$ cat config.mk
export PLATFORM = sky130hd
export DESIGN_NAME = latex_stream_engine
export DESIGN_NICKNAME = d
export VERILOG_FILES = /design/src/rtl/latex_stream_engine.sv
export SDC_FILE = /design/constraint.sdc
export NUM_CORES = 1
export LEC_CHECK = 0
export ABC_AREA = 1
export CORE_ASPECT_RATIO = 1.2
export CORE_MARGIN = 1
export CORE_UTILIZATION = 53
export CTS_BUF_LIST = sky130_fd_sc_hd__clkbuf_8 sky130_fd_sc_hd__clkbuf_16
export DETAILED_ROUTE_END_ITERATION = 16
export DONT_BUFFER_PORTS = 1
export PLACE_DENSITY = 0.83
export SLEW_MARGIN = 20
export SYNTH_ARGS = -nofsm -noshare
export SYNTH_HDL_FRONTEND = slang
export SYNTH_SLANG_ARGS = --single-unit
$ cat constraint.sdc
create_clock -name clk -period 2.2 [get_ports clk]
set_input_delay 0.55 -clock clk [delete_from_list [all_inputs] [get_ports clk]]
set_output_delay 0.55 -clock clk [all_outputs]
set_load 0.05 [all_outputs]
$ cat src/rtl/latex_stream_engine.sv
// latex_stream_engine: looks up {base,len} for a line and streams its packed char pairs over valid/ready
module latex_stream_engine #(
    parameter int LINE_W = 6,
    parameter int NUM_LINES = 51,
    parameter int ADDR_W = 10,
    parameter int CHAR_W = 8,
    parameter logic [CHAR_W-1:0] IDLE_CHAR = 8'h20
) (
    input  logic                  clk,
    input  logic                  rst,
    input  logic                  start,
    input  logic                  abort,
    input  logic                  loop,
    input  logic [LINE_W-1:0]     line,
    output logic [LINE_W-1:0]     ptr_line,
    input  logic [2*ADDR_W-1:0]   ptr_data,
    output logic                  mem_en,
    output logic [ADDR_W-1:0]     mem_addr,
    input  logic [2*CHAR_W-1:0]   mem_dout,
    output logic [CHAR_W-1:0]     lhs,
    output logic [CHAR_W-1:0]     rhs,
    output logic                  out_valid,
    input  logic                  out_ready,
    output logic                  done,
    output logic                  busy,
    output logic                  line_err,
    output logic [ADDR_W-1:0]     chars_remaining,
    output logic [2:0]            which_state
);
    typedef enum logic [2:0] {
        S_IDLE  = 3'd0,
        S_LOOK1 = 3'd1,
        S_FETCH = 3'd2,
        S_WAIT  = 3'd3,
        S_EMIT  = 3'd4,
        S_DONE  = 3'd5,
        S_LOOK2 = 3'd6
    } state_t;

    state_t state, next;
    logic start_q;
    logic [ADDR_W-1:0] base, len, idx, p_base, p_len;
    logic start_edge, line_ok, accept;

    assign {p_base, p_len} = ptr_data;
    assign start_edge = start & ~start_q;
    assign line_ok = 32'(line) < NUM_LINES;
    assign accept = out_valid & out_ready;
    assign mem_en = state == S_FETCH;
    assign mem_addr = base + idx;
    assign out_valid = state == S_EMIT;
    assign done = state == S_DONE;
    assign busy = state != S_IDLE;
    // Both lookup phases report as LOOKUP
    assign which_state = state == S_LOOK2 ? 3'd1 : state;

    always_ff @(posedge clk) begin
        if (rst) state <= S_IDLE;
        else state <= next;
    end

    always_comb begin
        next = state;
        case (state)
            S_IDLE:  next = start_edge && line_ok ? S_LOOK1 : S_IDLE;
            S_LOOK1: next = S_LOOK2;
            S_LOOK2: next = p_len == '0 ? S_DONE : S_FETCH;
            S_FETCH: next = S_WAIT;
            S_WAIT:  next = S_EMIT;
            S_EMIT:  next = !accept ? S_EMIT : chars_remaining == ADDR_W'(1) ? S_DONE : S_FETCH;
            S_DONE:  next = loop ? S_FETCH : S_IDLE;
            default: next = S_IDLE;
        endcase
        if (abort) next = S_IDLE;
    end

    always_ff @(posedge clk) begin
        if (rst) begin
            start_q <= 1'b0;
            ptr_line <= '0;
            line_err <= 1'b0;
            base <= '0;
            len <= '0;
            idx <= '0;
            chars_remaining <= '0;
            lhs <= IDLE_CHAR;
            rhs <= IDLE_CHAR;
        end else begin
            start_q <= start;
            if (state == S_IDLE && start_edge && !abort) begin
                ptr_line <= line;
                line_err <= !line_ok;
            end
            if (state == S_LOOK2) begin
                base <= p_base;
                len <= p_len;
                chars_remaining <= p_len;
                idx <= '0;
            end
            if (state == S_WAIT) {lhs, rhs} <= mem_dout;
            if (state == S_EMIT && accept) begin
                idx <= idx + 1'b1;
                chars_remaining <= chars_remaining - 1'b1;
            end
            if (state == S_DONE && loop) begin
                idx <= '0;
                chars_remaining <= len;
            end
            // Any return to IDLE (normal, abort) blanks the outputs
            if (next == S_IDLE) begin
                chars_remaining <= '0;
                lhs <= IDLE_CHAR;
                rhs <= IDLE_CHAR;
            end
        end
    end
endmodule

==> results of run 1 <==
-- final cells by class --
| cell class | count | area share (%) |
|---|---|---|
| repair buffers | 53 | 11.2 |
| flip-flops and latches | 67 | 30.3 |
| inverters | 67 | 5.73 |
| clock inverters | 3 | 0.337 |
| clock buffers | 11 | 3.40 |
| multi-input cells | 349 | 46.6 |
| well taps | 85 | 2.39 |
-- state kept, by name (all words and copies together) (netlist names) --
register and cells:
chars_remaining 10, start_q 1, line_err 1, lhs 8, idx 10, len 10, rhs 8, base 10
ptr_line 6, state 3
-- stage by stage --
step	util (%)	power [µW]	hold slack, ns	setup TNS (ns)
floorplan	-	1370	0.433	-0.659
global placement	64.0	1390	0.444	-0.0727
detailed placement	64.0	1390	0.450	-0.304
CTS	67.6	2260	0.260	-2.09
global route	69.1	2340	0.252	-3.14
finish	69.1	2260	0.268	-2.41
-- worst reg2reg max path, cell delays in order (launching register included) --
cell,delay (ns)
dfxtp_1,0.32
buf_4,0.17
nor2_4,0.13
nand3_2,0.08
inv_2,0.17
o21ai_1,0.13
nand2_1,0.08
nand2_1,0.05
nand2_1,0.11
nand3_4,0.27
nand2_1,0.17
inv_1,0.05
-- final timing paths --
kind	start	end	slack [ns]	depth (start not counted)
min reg2reg	len[7]$_SDFFE_PP0P_	len[7]$_SDFFE_PP0P_	0.46	2
max	base[0]$_SDFFE_PP0P_	mem_addr[6]	-0.45	8
max reg2reg	state[1]$_SDFF_PP0_	chars_remaining[4]$_SDFFE_PP0P_	0.36	11
min	rst	len[9]$_SDFFE_PP0P_	0.27	1
-- kinds of logic after synthesis --
| family | count (synthesis) | synth area share [%] |
|---|---|---|
| buffers and inverters | 82 | 9.74 |
| AO/OA/AOI/OAI | 89 | 13.8 |
| flip-flops | 67 | 37.8 |
| AND/OR/NAND/NOR | 217 | 25.6 |
| XOR/XNOR | 13 | 3.21 |
| multiplexers | 16 | 5.01 |
| adder cells (fa/ha/maj) | 13 | 4.80 |
-- power by group --
part / internal, µW / switching [µW] / total, µW
clock: 452 / 440 / 892
sequential: 1220 / 27.8 / 1250
combinational: 37.0 / 79.2 / 116
-- Yosys cell counts (4+ instances only) --
library cell  instances  area (µm²)
xor2_1                9        78.8
nor2_1               58         218
clkbuf_1              7        26.3
inv_1                55         206
a21oi_1              35         175
buf_6                 4        45.0
dfxtp_1              67        1340
ha_1                 12         150
nand2_1             124         465
a22oi_1               7        52.6
inv_2                12        45.0
o21ai_0              36         180
xnor2_1               4        35.0
nand3_1              19        95.1
mux2_2               14         158
-- what timing repair did --
item / in CTS / in global routing
hold endpoints to repair: 0 / 0
cloned: 1 / 0
pin swaps: 6 / 7
buffers inserted: 0 / 3
setup endpoints to repair: 11 / 10
resized for setup: 12 / 13
-- per-layer routing --
| metal | vias to the layer above | wire [µm] |
|---|---|---|
| met2 | 144 | 5110 |
| li1 | 1680 | - |
| met4 | 0 | 332 |
| met1 | 1599 | 3320 |
| met5 | - | 0 |
| met3 | 27 | 614 |
==> impl_metrics.json, run 1 <==
{
  "via_count": 3450,
  "first_global_vias": 3604,
  "finalCritPeriodShare_pct": 120,
  "hold_violations": 0,
  "finalWorstSetupSlack_ns": -0.447,
  "grt_use_met1_pct": 25.1,
  "first_pass_iters": 5,
  "dpl.hpwl_mm": 6.77,
  "period_minus_slack_ns": 2.65,
  "cts-buffers-inserted": 9,
  "max_freq_mhz": 378,
  "drt_iter0_drc": 263,
  "critical_path_start_end_classification": "reg -> out",
  "clk_pin_slew_ns": 0.07,
  "power-per-cell-area_nw_per_um2": 507,
  "instances_no_fill": 635,
  "worst_slew_pin_slew_ns": 0.536,
  "grt_setup_unrepaired": "true",
  "critical-path-top-delay-family": "adder cells",
  "count_of_unresolved_drc_violations_after_routing": 0,
  "yosys_register_bits": 67,
  "ioPinCount": 98,
  "route.final.wire_length_mm": 9.38,
  "synth.yosys.seq_area_share_pct": 37.8,
  "ys.flop_type": "dfxtp_1",
  "global_route_wire_length_before_repair_mm": 15.2,
  "hold_path.class": "in -> reg",
  "antennaDiodeCount": 0,
  "areaGrowthSynthToFinish_pct": 25.6,
  "layout_commonest_cell": "nand2_1",
  "place.gp.congestion": 0.883,
  "initial_core_util_pct": 55.0,
  "worstPathBufferInverterCount": 2,
  "die-width_um": 76.7,
  "cts_num_sinks": 67,
  "total_nets_after_synthesis": 558,
  "grt_antenna_before_repair": 0,
  "finClkSkew_ns": 0.00996,
  "stdcell_area_um2": 4450,
  "finalNetCount": 608,
  "timing.critical_path.cells": "ha_4 > inv_2 > fa_2 > o21ai_4 > a21oi_2 > o21ai_2 > xor2_2 > buf_12",
  "syn-mean-instance-area_um2": 7.13,
  "total_of_fill_cells_in_the_finished_design": 516,
  "grt_start_max_net_pins": 27,
  "cts_tree": "built",
  "seq_area_um2": 1350,
  "yosys_warnings": 0,
  "drtAntennaViolNets": 0,
  "vdd.ir_drop.worst_v": 0.000486,
  "grt_busiest_layer": "met2",
  "multi_input_comb_area_um2": 2080,
  "global_route.usage.met2_pct": 52.5,
  "dp_cells": 617,
  "cts_hold_buffers": 0,
  "cp_max_fo": 3,
  "startpoint_type": "register",
  "mappedNetlistArea_um2": 3550,
  "critical_path_s_slowest_cell": "fa_2",
  "run_status": "complete, but fails checks",
  "globalRouteOverflowTotal": 0,
  "failed_checks": "negative setup slack",
  "design.core.area_um2": 6450,
  "drive_above_1_share_pct": 24.5,
  "wl_per_cell_um": 14.8,
  "row_count": 32,
  "root_buffer": "clkbuf_8",
  "placement.cell_area_um2": 4130,
  "p_leak_uw": 0.00221,
  "worst_slew_margin_rel_pct": 64.2,
  "dpl_worst_slack_ns": -0.125,
  "clock_latency_ns": 0.34,
  "grt.total_usage_pct": 27.5,
  "cts-htree-levels": 3,
  "number_of_enable_flip_flop_cells_after_synthesis": 0,
  "required_ns": 1.65,
  "final_cell_mix": "124 x nand2_1, 61 x dfxtp_1, 57 x nor2_1",
  "postSynthCellCount": 497,
  "total_die_area_um2": 7020,
  "met3_usage_pct": 7.34,
  "timing.critical_path.arrival_ns": 2.10,
  "die_h_um": 91.6,
  "place.port_buffers": 0,
  "cp_capture_type": "primary output",
  "critical-path-max-stage-delay_ns": 0.37,
  "post_drt_via_cell_ratio": 5.43,
  "cts-root-to-sink-buffers": 2,
  "slew_viol_final": 0,
  "final_setup_violation_count": 9,
  "yosysUniqueCellTypes": 35,
  "asr_flop_ratio_synth_pct": 0,
  "total_of_max_cap_violations": 0
}
(Power assumes the default switching activity.)
==> inputs of run 2 (changes only) <==
- RECOVER_POWER: default -> 50
==> run 2 against run 1 <==
Net effect: the run still ends with negative setup slack left; highest routed layer unchanged; sequential share of layout area is 0.40 points higher; worst setup slack hardly changed; largest power group unchanged; hold slack is essentially flat; largest cell class unchanged.
==> impl_metrics.json, run 2 (synthesized netlist as in run 1, its figures left out) <==
{
  "cts_hold_buffers": 0,
  "design.core.area_um2": 6450,
  "ioPinCount": 98,
  "layout_commonest_cell": "nand2_1",
  "vdd.ir_drop.worst_v": 0.000453,
  "count_of_unresolved_drc_violations_after_routing": 0,
  "seq_area_um2": 1350,
  "required_ns": 1.65,
  "holdCritStartpoint": "rst",
  "drtAntennaViolNets": 0,
  "cts_tree": "built",
  "global_route_wire_length_before_repair_mm": 15.2,
  "route.final.wire_length_mm": 9.35,
  "final_setup_violation_count": 27,
  "worstPathBufferInverterCount": 2,
  "finalNetCount": 608,
  "final_cell_mix": "124 x nand2_1, 61 x dfxtp_1, 58 x nor2_1",
  "total_die_area_um2": 7020,
  "critical-path-top-delay-family": "adder cells",
  "antennaDiodeCount": 0,
  "rr_startpoint": "state[2]$_SDFF_PP0_",
  "clock_latency_ns": 0.35,
  "clk_pin_slew_ns": 0.07,
  "total_of_max_cap_violations": 0,
  "grt_antenna_before_repair": 0,
  "worst_hold_path.endpoint": "len[9]$_SDFFE_PP0P_",
  "globalRouteOverflowTotal": 0,
  "failed_checks": "negative setup slack",
  "dpl.hpwl_mm": 6.77,
  "place.gp.congestion": 0.883,
  "die_h_um": 91.6,
  "drive_above_1_share_pct": 21.6,
  "place.port_buffers": 0,
  "initial_core_util_pct": 55.0,
  "placement.cell_area_um2": 4130,
  "cp_max_fo": 3,
  "wl_per_cell_um": 14.7,
  "areaGrowthSynthToFinish_pct": 24.0,
  "post_drt_via_cell_ratio": 5.44,
  "worst-r2r-cell-count": 11,
  "multi_input_comb_area_um2": 2060,
  "hold_violations": 0,
  "cts-htree-levels": 3,
  "tns_ns": -2.67,
  "die-width_um": 76.7,
  "finClkSkew_ns": 0.00967,
  "cts_num_sinks": 67,
  "timing.critical_path.cells": "ha_4 > inv_2 > fa_2 > o21ai_4 > a21oi_2 > o21ai_2 > xor2_2 > buf_12",
  "first_global_vias": 3604,
  "finalWorstSetupSlack_ns": -0.448,
  "grt_start_max_net_pins": 27,
  "critical-path-max-stage-delay_ns": 0.37,
  "root_buffer": "clkbuf_8",
  "worst_slew_pin_slew_ns": 0.754,
  "cts-root-to-sink-buffers": 2,
  "worst_slew_margin_rel_pct": 49.7,
  "slew_viol_final": 0,
  "final_core_utilization_pct": 68.2,
  "max_freq_mhz": 378,
  "stdcell_area_um2": 4400,
  "cts-buffers-inserted": 9,
  "p_leak_uw": 0.00216,
  "total_of_fill_cells_in_the_finished_design": 531,
  "ff2ff_setup_slack_ns": -0.04,
  "grt.total_usage_pct": 27.5,
  "finalCritPeriodShare_pct": 120,
  "whs_path_cells": 1,
  "drt_iter0_drc": 230,
  "timing.critical_path.arrival_ns": 2.10,
  "power-per-cell-area_nw_per_um2": 513,
  "grt_setup_unrepaired": "true",
  "hold_path.class": "in -> reg",
  "period_minus_slack_ns": 2.65,
  "critical_path_s_slowest_cell": "fa_2",
  "run_status": "complete, but fails checks",
  "row_count": 32,
  "report.power.total_uw": 2250,
  "cp_capture_type": "primary output",
  "first_pass_iters": 5,
  "timing.rr.end": "chars_remaining[4]$_SDFFE_PP0P_",
  "critical_path_start_end_classification": "reg -> out",
  "via_count": 3457,
  "startpoint_type": "register"
}
run 2: cell types whose count changed in the layout (fill, tap and decap cells not counted):
cell	delta
clkbuf_1	+12
buf_4	-12
nor2_4	-1
nand3_2	-1
nand3_1	+1
inv_1	+2
nor2_1	+1
inv_2	-2
run 2: how the worst max path moves through the flow:
stage,end,from,cells past startpoint,slack [ns]
after floorplan,mem_addr[6],idx[0]$_SDFFE_PP0P_,7,-0.21
after global placement,mem_addr[6],base[0]$_SDFFE_PP0P_,8,-0.05
after detailed placement,mem_addr[6],base[0]$_SDFFE_PP0P_,8,-0.13
after CTS,mem_addr[6],idx[0]$_SDFFE_PP0P_,8,-0.43
after global routing,mem_addr[6],base[0]$_SDFFE_PP0P_,8,-0.53
final,mem_addr[6],base[0]$_SDFFE_PP0P_,8,-0.45
run 2: stage by stage:
stage	setup slack [ns]	cells	hold slack, ns
after floorplan	-0.215	497	0.433
after global placement	-0.0514	617	0.444
after detailed placement	-0.125	617	0.450
after CTS	-0.426	632	0.260
after global routing	-0.530	635	0.252
final	-0.448	635	0.268
run 2: timing repair:
item / CTS / global route
resized for setup: 12 / 13
setup buffers: 0 / 3
setup endpoints to repair: 11 / 10
gates cloned: 1 / 0
pin swaps: 6 / 7
run 2: final cells by class:
type | instances | area share, %
repair buffers | 53 | 10.4
clock inverters | 3 | 0.342
multi-input cells | 349 | 46.9
flip-flops and latches | 67 | 30.7
clock buffers | 11 | 3.44
well taps | 85 | 2.42
inverters | 67 | 5.81
run 2: routing by layer:
layer | vias to the layer above | track usage, % | wire (µm) | part of all wire, %
met1 | 1597 | 25.1 | 3350 | 36
li1 | 1687 | - | - | -
met4 | 0 | 17.9 | 369 | 3.9
met3 | 33 | 7.34 | 604 | 6.5
met5 | - | 0 | 0 | 0
met2 | 140 | 52.5 | 5020 | 54
run 2: where the power goes:
| group | internal [µW] | switching, µW |
|---|---|---|
| clock network | 452 | 439 |
| registers | 1220 | 27.6 |
| logic | 36.5 | 78.1 |
==> inputs of run 3 (changes only) <==
- ABC_AREA: 1 -> 0
- TNS_END_PERCENT: default -> 50
==> run 3 against run 2 <==
Net effect: the run still ends with negative setup slack left; via count down 3.9%; clock power up 15%; largest power group unchanged; largest cell class unchanged; sequential power about the same; maximum frequency down 3.4%; design area down 3.9%; combinational power down 12%; wire length down 1.9%; area after synthesis down 3.8%; sequential cell count unchanged.
==> impl_metrics.json, run 3 <==
{
  "postSynthCellCount": 431,
  "vdd.ir_drop.worst_v": 0.000642,
  "grt_setup_unrepaired": "true",
  "cts_tree": "built",
  "number_of_enable_flip_flop_cells_after_synthesis": 0,
  "layout_commonest_cell": "nand2_1",
  "timing.hold.ws_ns": 0.275,
  "place.gp.congestion": 0.878,
  "yosysMostFrequentCell": "nand2_1",
  "run_status": "complete, but fails checks",
  "clock_latency_ns": 0.34,
  "synth_area_leaders": "dfxtp_1 39%, nand2_1 10%, a21oi_1 7.8%",
  "p_sw_share_pct": 22.5,
  "netlist.area_leader.share_pct": 39.3,
  "via_count": 3321,
  "cts-root-to-sink-buffers": 2,
  "drt_iter0_drc": 221,
  "cts_num_sinks": 67,
  "synthMuxAreaShare_pct": 3.34,
  "period_minus_slack_ns": 2.74,
  "startpoint_type": "register",
  "final_setup_violation_count": 14,
  "hold_violations": 0,
  "post_drt_via_cell_ratio": 5.88,
  "drive_above_1_share_pct": 21.7,
  "max_freq_mhz": 365,
  "yosysUniqueCellTypes": 54,
  "drtAntennaViolNets": 0,
  "row_count": 31,
  "die_h_um": 89.9,
  "finalNetCount": 539,
  "power-per-cell-area_nw_per_um2": 561,
  "synth.yosys.seq_area_share_pct": 39.3,
  "initial_core_util_pct": 55.6,
  "synth_top_family_by_area": "simple AND/OR/NAND/NOR gates",
  "count_of_unresolved_drc_violations_after_routing": 0,
  "power.clock.fraction_pct": 43.2,
  "cts-buffers-inserted": 9,
  "finClkSkew_ns": 0.00895,
  "power.net_switching_uw": 534,
  "root_buffer": "clkbuf_8",
  "critical-path-top-delay-family": "compound AO/OA/AOI/OAI gates",
  "yosys_register_bits": 67,
  "grt_start_max_net_pins": 31,
  "finalWorstSetupSlack_ns": -0.542,
  "ys.flop_type": "dfxtp_1",
  "globalRouteOverflowTotal": 0,
  "wl_per_cell_um": 16.2,
  "synth-compound-area-share_pct": 19.4,
  "critical_path_start_end_classification": "reg -> out",
  "synth_commonest_cells": "92 x nand2_1, 67 x dfxtp_1, 53 x a21oi_1",
  "dpl.hpwl_mm": 6.48,
  "slew_viol_final": 0,
  "cp_max_fo": 3,
  "syn-mean-instance-area_um2": 7.91,
  "netlist.top_cell.by_area": "dfxtp_1",
  "worst_slew_margin_rel_pct": 49.3,
  "place.port_buffers": 0,
  "critical-path-max-stage-delay_ns": 0.35,
  "report.power.total_uw": 2370,
  "total_of_max_cap_violations": 0,
  "mappedNetlistArea_um2": 3410,
  "synth-adder-area-share_pct": 4.99,
  "total_nets_after_synthesis": 492,
  "asr_flop_ratio_synth_pct": 0,
  "intPower_uw": 1840,
  "die-width_um": 75.2,
  "p_leak_uw": 0.00156,
  "final_cell_mix": "92 x nand2_1, 57 x dfxtp_1, 50 x a21oi_1",
  "cts-htree-levels": 3,
  "areaGrowthSynthToFinish_pct": 23.9,
  "total_die_area_um2": 6760,
  "required_ns": 1.65,
  "power.share.combinational_pct": 4.3,
  "total_of_fill_cells_in_the_finished_design": 513,
  "cp_capture_type": "primary output",
  "timing.critical_path.cells": "ha_4 > inv_2 > fa_2 > nor2b_2 > o21a_1 > o21ai_2 > a211o_1 > o311ai_2 > buf_6",
  "failed_checks": "negative setup slack",
  "route.final.wire_length_mm": 9.17,
  "design.core.area_um2": 6130,
  "global_route_wire_length_before_repair_mm": 15.0,
  "timing.critical_path.arrival_ns": 2.19,
  "first_pass_iters": 6,
  "hold_path.class": "in -> reg",
  "finalCritPeriodShare_pct": 125,
  "grt_antenna_before_repair": 0,
  "critical_path_s_slowest_cell": "dfxtp_2",
  "first_global_vias": 3268,
  "grt.total_usage_pct": 28.8,
  "synthSimpleGateAreaFrac_pct": 26.0,
  "synth_xor_xnor_area_share_pct": 2.57,
  "antennaDiodeCount": 0,
  "clk_pin_slew_ns": 0.07,
  "final_core_utilization_pct": 68.9,
  "yosys_warnings": 0,
  "worstPathBufferInverterCount": 2,
  "worst_slew_pin_slew_ns": 0.760,
  "ioPinCount": 98,
  "p_seq_share_pct": 52.5
}
[run 3: timing repair]
action	4_1_cts	5_1_grt
pin swaps	9	5
setup endpoints to repair	9	10
buffers inserted	2	1
resized for setup	27	7
hold buffers	0	0
[run 3: path summary, 6_finish.rpt]
check                       start                              end  slack, ns  cells past startpoint
max reg2reg   state[1]$_SDFF_PP0_  chars_remaining[2]$_SDFFE_PP0P_      -0.02                      6
min reg2reg   len[3]$_SDFFE_PP0P_              len[3]$_SDFFE_PP0P_       0.45                      2
min                           rst             base[3]$_SDFFE_PP0P_       0.28                      1
max          base[0]$_SDFFE_PP0P_                      mem_addr[6]      -0.54                      9
[run 3: power groups by stage]
stage          clock (µW)  sequential, µW  combinational, µW
2_1_floorplan           0            1270               88.2
3_3_place_gp            0            1270               97.3
3_5_place_dp            0            1270                101
4_1_cts              1040            1250                102
5_1_grt              1100            1240                109
6_report             1020            1250                101
[run 3: worst register-to-register path: stages, from the launching register on]
cell and delay, ns:
dfxtp_1 0.34, clkbuf_1 0.48, and3b_1 0.31, nand4_1 0.12
a21boi_0 0.21, a41o_4 0.43, a2111oi_2 0.24
[run 3: metrics by stage]
stage	instances	worst slack [ns]	TNS (ns)	cell area, µm²
floorplan	431	-0.386	-1.87	3450
CTS	564	-0.528	-2.54	4220
global placement	546	-0.286	-0.809	3890
global route	565	-0.594	-6.98	4220
detailed placement	546	-0.326	-1.02	3890
finish	565	-0.542	-3.10	4220
[run 3: metal layers]
| metal | GRT usage, % | share of wire (%) |
|---|---|---|
| met2 | 50.5 | 52 |
| met3 | 8.07 | 6.7 |
| met4 | 11.3 | 2.9 |
| met1 | 31.9 | 38 |
| met5 | 0 | 0 |
[run 3: area by class of cell]
cell class / instances / area, µm² / share of cell area [%]
Clock inverter: 5 / 52.6 / 1.24
Clock buffer: 11 / 151 / 3.58
Inverter: 11 / 41.3 / 0.977
Timing Repair Buffer: 59 / 449 / 10.6
Multi-Input combinational cell: 330 / 2070 / 49.0
Tap cell: 82 / 103 / 2.43
Sequential cell: 67 / 1360 / 32.1
[run 3: logic make-up (layout without fill, tap and decap cells)]
family	count (synthesis)	in the layout
AOI/OAI and AO/OA	103	103
muxes	11	11
and+or+nand+nor	193	193
adders and majority gates	13	13
DFF	67	67
xor gates and xnor gates	10	10
buffers and inverters	34	86
